===== src/rtl/cnn_pkg.sv =====
// Shared CNN accelerator types and constants.
// Op-code field positions and weight-loader state encoding.
package cnn_pkg;

  localparam int MAX_FILTERS = 32;
  localparam int ELEM_W      = 16;
  localparam int NF_W        = 6;
  localparam int DIM_W       = 5;
  localparam int BEAT_W      = 9;
  localparam int IDX_W       = $clog2(MAX_FILTERS);
  localparam int OP_NF_LSB   = 3;
  localparam int OP_DIM_LSB  = 9;

  typedef enum logic [1:0] {
    WL_IDLE,
    WL_LOAD,
    WL_DONE
  } wl_state_t;

  // Two elements per beat, so a K*K kernel needs ceil(K*K/2) beats.
  function automatic logic [BEAT_W-1:0] beats_per_filter(
    input logic [DIM_W-1:0] k
  );
    logic [9:0]  e;
    logic [10:0] r;
    e = 10'(k) * 10'(k);
    r = (11'(e) + 11'd1) >> 1;
    return BEAT_W'(r);
  endfunction

endpackage


===== src/rtl/wl_beat_counter.sv =====
// Beat / filter index counter pair for the weight loader.
// Holds the filter index on the final filter so it never leaves range.
module wl_beat_counter
  import cnn_pkg::*;
(
  input  logic              clk,
  input  logic              rst,
  input  logic              i_clr,
  input  logic              i_inc,
  input  logic [BEAT_W-1:0] i_beats,
  input  logic [NF_W-1:0]   i_nf,
  output logic [NF_W-1:0]   o_filt_idx,
  output logic              o_last_beat,
  output logic              o_last_filter
);

  logic [BEAT_W-1:0] r_beat;
  logic [NF_W-1:0]   r_filt;

  assign o_filt_idx    = r_filt;
  assign o_last_beat   = (r_beat == i_beats - BEAT_W'(1));
  assign o_last_filter = (r_filt == i_nf - NF_W'(1));

  always_ff @(posedge clk) begin
    if (rst || i_clr) begin
      r_beat <= '0;
      r_filt <= '0;
    end else if (i_inc) begin
      if (o_last_beat) begin
        r_beat <= '0;
        if (!o_last_filter)
          r_filt <= r_filt + NF_W'(1);
      end else begin
        r_beat <= r_beat + BEAT_W'(1);
      end
    end
  end

endmodule


===== src/rtl/weight_load_sched.sv =====
// Weight load scheduler: streams 2-element beats into per-filter FIFOs.
// One-hot write enable, 1-cycle write latency, odd-E padding lane masked.
module weight_load_sched
  import cnn_pkg::*;
(
  input  logic                   clk,
  input  logic                   rst,
  input  logic                   start_i,
  input  logic [NF_W-1:0]        num_filters_i,
  input  logic [DIM_W-1:0]       weight_dim_i,
  input  logic                   s_valid_i,
  input  logic [2*ELEM_W-1:0]    s_data_i,
  output logic                   s_ready_o,
  input  logic [MAX_FILTERS-1:0] fifo_full_i,
  output logic [MAX_FILTERS-1:0] fifo_wr_en_o,
  output logic [2*ELEM_W-1:0]    fifo_data_o,
  output logic [1:0]             fifo_keep_o,
  output logic [NF_W-1:0]        filt_idx_o,
  output logic                   busy_o,
  output logic                   done_o,
  output logic                   cfg_err_o
);

  wl_state_t         r_state;
  logic [NF_W-1:0]   r_nf;
  logic [BEAT_W-1:0] r_beats;
  logic              r_odd;

  logic [NF_W-1:0]   w_filt_idx;
  logic [IDX_W-1:0]  w_idx;
  logic              w_last_beat;
  logic              w_last_filter;
  logic              w_accept;
  logic              w_cfg_ok;
  logic              w_clr;

  assign w_idx = w_filt_idx[IDX_W-1:0];

  assign w_cfg_ok = (num_filters_i != '0)
                 && (num_filters_i <= NF_W'(MAX_FILTERS))
                 && (weight_dim_i != '0);

  assign w_clr = (r_state == WL_IDLE) && start_i && w_cfg_ok;

  assign s_ready_o = (r_state == WL_LOAD) && !fifo_full_i[w_idx];
  assign w_accept  = s_valid_i && s_ready_o;

  assign filt_idx_o = w_filt_idx;
  assign busy_o     = (r_state == WL_LOAD);
  assign done_o     = (r_state == WL_DONE);

  wl_beat_counter u_cnt (
    .clk           (clk),
    .rst           (rst),
    .i_clr         (w_clr),
    .i_inc         (w_accept),
    .i_beats       (r_beats),
    .i_nf          (r_nf),
    .o_filt_idx    (w_filt_idx),
    .o_last_beat   (w_last_beat),
    .o_last_filter (w_last_filter)
  );

  always_ff @(posedge clk) begin
    if (rst) begin
      r_state      <= WL_IDLE;
      r_nf         <= '0;
      r_beats      <= '0;
      r_odd        <= 1'b0;
      fifo_wr_en_o <= '0;
      fifo_data_o  <= '0;
      fifo_keep_o  <= '0;
      cfg_err_o    <= 1'b0;
    end else begin
      fifo_wr_en_o <= '0;
      cfg_err_o    <= 1'b0;
      if (w_accept) begin
        fifo_wr_en_o <= MAX_FILTERS'(1) << w_idx;
        fifo_data_o  <= s_data_i;
        // lane1 of an odd-E final beat is padding
        fifo_keep_o  <= (r_odd && w_last_beat) ? 2'b01 : 2'b11;
      end
      unique case (r_state)
        WL_IDLE: begin
          if (start_i) begin
            if (w_cfg_ok) begin
              r_state <= WL_LOAD;
              r_nf    <= num_filters_i;
              r_beats <= beats_per_filter(weight_dim_i);
              r_odd   <= weight_dim_i[0];
            end else begin
              cfg_err_o <= 1'b1;
            end
          end
        end
        WL_LOAD: begin
          if (w_accept && w_last_beat && w_last_filter)
            r_state <= WL_DONE;
        end
        WL_DONE: r_state <= WL_IDLE;
        default: r_state <= WL_IDLE;
      endcase
    end
  end

endmodule


===== config.mk =====
export PLATFORM = sky130hd
export DESIGN_NAME = weight_load_sched
export DESIGN_NICKNAME = d
export VERILOG_FILES = /design/src/rtl/cnn_pkg.sv /design/src/rtl/wl_beat_counter.sv /design/src/rtl/weight_load_sched.sv
export SDC_FILE = /design/constraint.sdc
export NUM_CORES = 1
export LEC_CHECK = 0
export BUFFER_PORTS_ARGS = -buffer_cell sky130_fd_sc_hd__buf_4
export CORE_MARGIN = 3
export CORE_UTILIZATION = 46
export DETAILED_ROUTE_END_ITERATION = 10
export PLACE_DENSITY = 0.79
export SYNTH_ARGS = -nofsm -noshare
export SYNTH_HDL_FRONTEND = slang
export SYNTH_SLANG_ARGS = --single-unit

===== constraint.sdc =====
create_clock -name clk -period 3.05 [get_ports clk]
set_input_delay 0.1525 -clock clk [delete_from_list [all_inputs] [get_ports clk]]
set_output_delay 0.1525 -clock clk [all_outputs]
set_load 0.03 [all_outputs]

==> results_dict.tcl <==
set metrics [dict create \
    ff_latch_area_sq_um 1980 \
    crit_path_max_incr_delay_ns 0.49 \
    ant_nets 0 \
    cp.arrival_ns 3.05 \
    avgSynthCellArea_sq_um 9.65 \
    synth_ff_type "dfxtp_1" \
    crit_chain "buf_4 > nand2_1 > fa_1 > inv_1 > fa_1 > ha_1 > a31o_2 > ha_4 > a211oi_1 > o21bai_1 > a21oi_1 > xor2_1 > a22o_1" \
    cts_setup_buffers 0 \
    numPortBuffers 154 \
    final_area_sq_um 6150 \
    cp_common_cell "fa_1" \
    cp_top_family "adder cells" \
    seq_area_frac_synth_pct 43.2 \
    worst_slew_pin_slew_ns 0.638 \
    dp_hpwl_mm 9.12 \
    final_cell_mix "163 x buf_4, 99 x dfxtp_1, 83 x nor2_1" \
    slew_viol_final 0 \
    cts_buffers 9 \
    outcome "finished, final reports clean" \
    hold_path_depth 3 \
    powerDensity_nw_per_um2 408 \
    die_area_sq_um 11200 \
    fin_nets 731 \
    yosys_warnings 0 \
    initial_core_util_pct 48.5 \
    io_pins 155 \
    core_sq_um 9460 \
    grt_pass1_wl_mm 18.9 \
    ir_drop_mv 0.230 \
    n_antenna_cell 0 \
    grt_usage_pct 20.9 \
    firstDrtPassIters 4 \
    cts.path.max_buffers 2 \
    cts_tree "built" \
    cp.depth 13 \
    cp_data_required_time_ns 3.31 \
    routedWlPerCell_microns 15.3 \
    p_leak_nw 2.70 \
    hold_ws_ns 0.0196 \
    slowest_stage "fa_1" \
    setup_viol 0 \
    rows 35 \
    min_period_over_period_pct 91.5 \
    critPathKind "in2reg" \
    multi_input_area_sq_um 2470 \
    maxCapViolations 0 \
    ff2ff_path_depth 8 \
    drive_gt1_share_pct 30.6 \
    skew_ns 0.0142 \
    clock_sink_count 99 \
    die_w_microns 106 \
    finalWorstPathRequiredPeriod_ns 2.79 \
    max_freq_ghz 0.358 \
    final_common_cell "buf_4" \
    hold_viol 0 \
    area_growth_pct 34.1 \
    place_area_sq_um 5910 \
    first_iter_violations 257 \
    syn_nets 576 \
    synth.distinct_cells 49 \
    grt_max_degree 42 \
    worstPathMaxFanout 7 \
    worstSetupEndpointType "flip-flop" \
    clkTransAtPathRegs_ns 0.11 \
    n_fill_cell 766 \
    start_kind "input port" \
    worstHoldPathType "in2reg" \
    async_reset_ff_share_pct 0 \
    synth_edf_count 0 \
    synthesis.area_sq_um 4580 \
    timing.critical_path.buf_inv 2 \
    rsz0062_at_grt "false" \
    relSlewSlack_pct 57.4 \
    antenna_found_initial 0 \
    wl_mm 11.7 \
    ys_ff_latch 99 \
    die_y_microns 106 \
    overflow 0 \
    h-tree-depth 3 \
    place_congestion 0.882 \
    drc 0 \
    vias 3915 \
    cts-root-buf "clkbuf_8" \
    synth_cells 475 \
    avgViaCountPerCell 5.12 \
    grt_pass1_vias 3808 \
    insertion_delay_ns 0.36 \
    final.setup.tns_ns 0 \
]
-- layer usage --
layer  vias to the layer above  GRT usage, %  routed length (microns)
li1                       1943             -                        -
met1                      1834          25.6                     4790
met2                       125          36.7                     6040
met3                        13          4.96                      681
met4                         0          5.46                      171
met5                         -             0                        0
-- per-stage QoR --
step / setup slack [ns] / std cells / utilization [%] / total power, mW
finish: 0.259 / 764 / 65.0 / 2.50
global route: 0.0422 / 764 / 65.0 / 2.62
CTS: 0.117 / 763 / 64.8 / 2.52
detailed placement: -0.0872 / 743 / 62.4 / 1.75
global placement: 0.0306 / 743 / 62.4 / 1.73
floorplan: 0.0694 / 475 / - / 1.59
-- sequential cells by signal, indices dropped and copies added, names as in the netlist --
name	flops
r_beats	9
r_state	2
fifo_data_o	32
u_cnt.r_beat	9
fifo_keep_o	2
cfg_err_o	1
fifo_wr_en_o	32
r_nf	6
u_cnt.o_filt_idx	6
-- power by group --
group / internal, mW / switching (mW)
Clock: 0.311 / 0.472
Sequential: 1.32 / 0.0210
Combinational: 0.195 / 0.190
Total: 1.82 / 0.682
-- cell type report --
cell class	count	area share [%]
inverter	14	0.855
timing repair buffer	169	21.1
clock inverter	7	0.998
multi-input combinational	337	40.2
sequential	99	32.2
clock buffer	9	2.02
tap	129	2.63
-- what timing repair did --
item,CTS,global route
gates resized for setup,0,1
hold buffers,4,1
endpoints found under the hold margin,4,1
setup endpoints to repair,0,9
-- cell families (layout without fill, tap and decap cells) --
kind of cell	count (synthesis)	count (layout)	synth area share, %
AND/OR/NAND/NOR	180	180	19.3
flip-flops	99	99	43.2
AO/OA/AOI/OAI	52	52	8.57
multiplexers	49	49	12.3
buffers and inverters	39	199	3.55
XOR/XNOR	34	34	6.50
adder cells (fa/ha/maj)	22	22	6.50
-- worst paths after layout --
| kind | to | from | slack (ns) |
|---|---|---|---|
| setup / recovery | r_beats[8] | weight_dim_i[3] | 0.26 |
| hold reg to reg | fifo_keep_o[0] | fifo_keep_o[0] | 0.48 |
| setup reg to reg | u_cnt.r_beat[7] | u_cnt.o_filt_idx[0] | 0.26 |
| hold / removal | fifo_data_o[11] | s_data_i[11] | 0.02 |
-- worst min-delay path, cell delays in order --
cell and delay [ns]:
buf_4 0.08, mux2i_1 0.05, nor2_1 0.07
-- synthesized netlist by cell type (all sizes together) (2+ instances only) --
cell	instances	area, sq um
and3b	4	35.0
mux4	6	135
a21o	6	45.0
nand2	24	90.1
nand4	6	52.6
ha	19	238
dfxtp	99	1980
nor3	6	30.0
o21bai	2	15.0
mux2i	43	430
buf	10	52.6
and2	10	62.6
xor2	18	158
a211oi	3	22.5
nor2	83	312
nor2b	11	68.8
xnor2	16	140
a31o	2	17.5
fa	3	60.1
nor4	2	12.5
a21oi	7	35.0
clkbuf	15	57.6
nand3	10	50.1
or4	5	37.5
inv	14	52.6
o211ai	2	15.0
and3	8	50.1
nand2b	2	12.5
a31oi	2	12.5
o21ai	7	35.0
o31ai	5	37.5
a22o	10	87.6
nor3b	3	22.5
No activity file was read; power rests on OpenSTA's default activity.
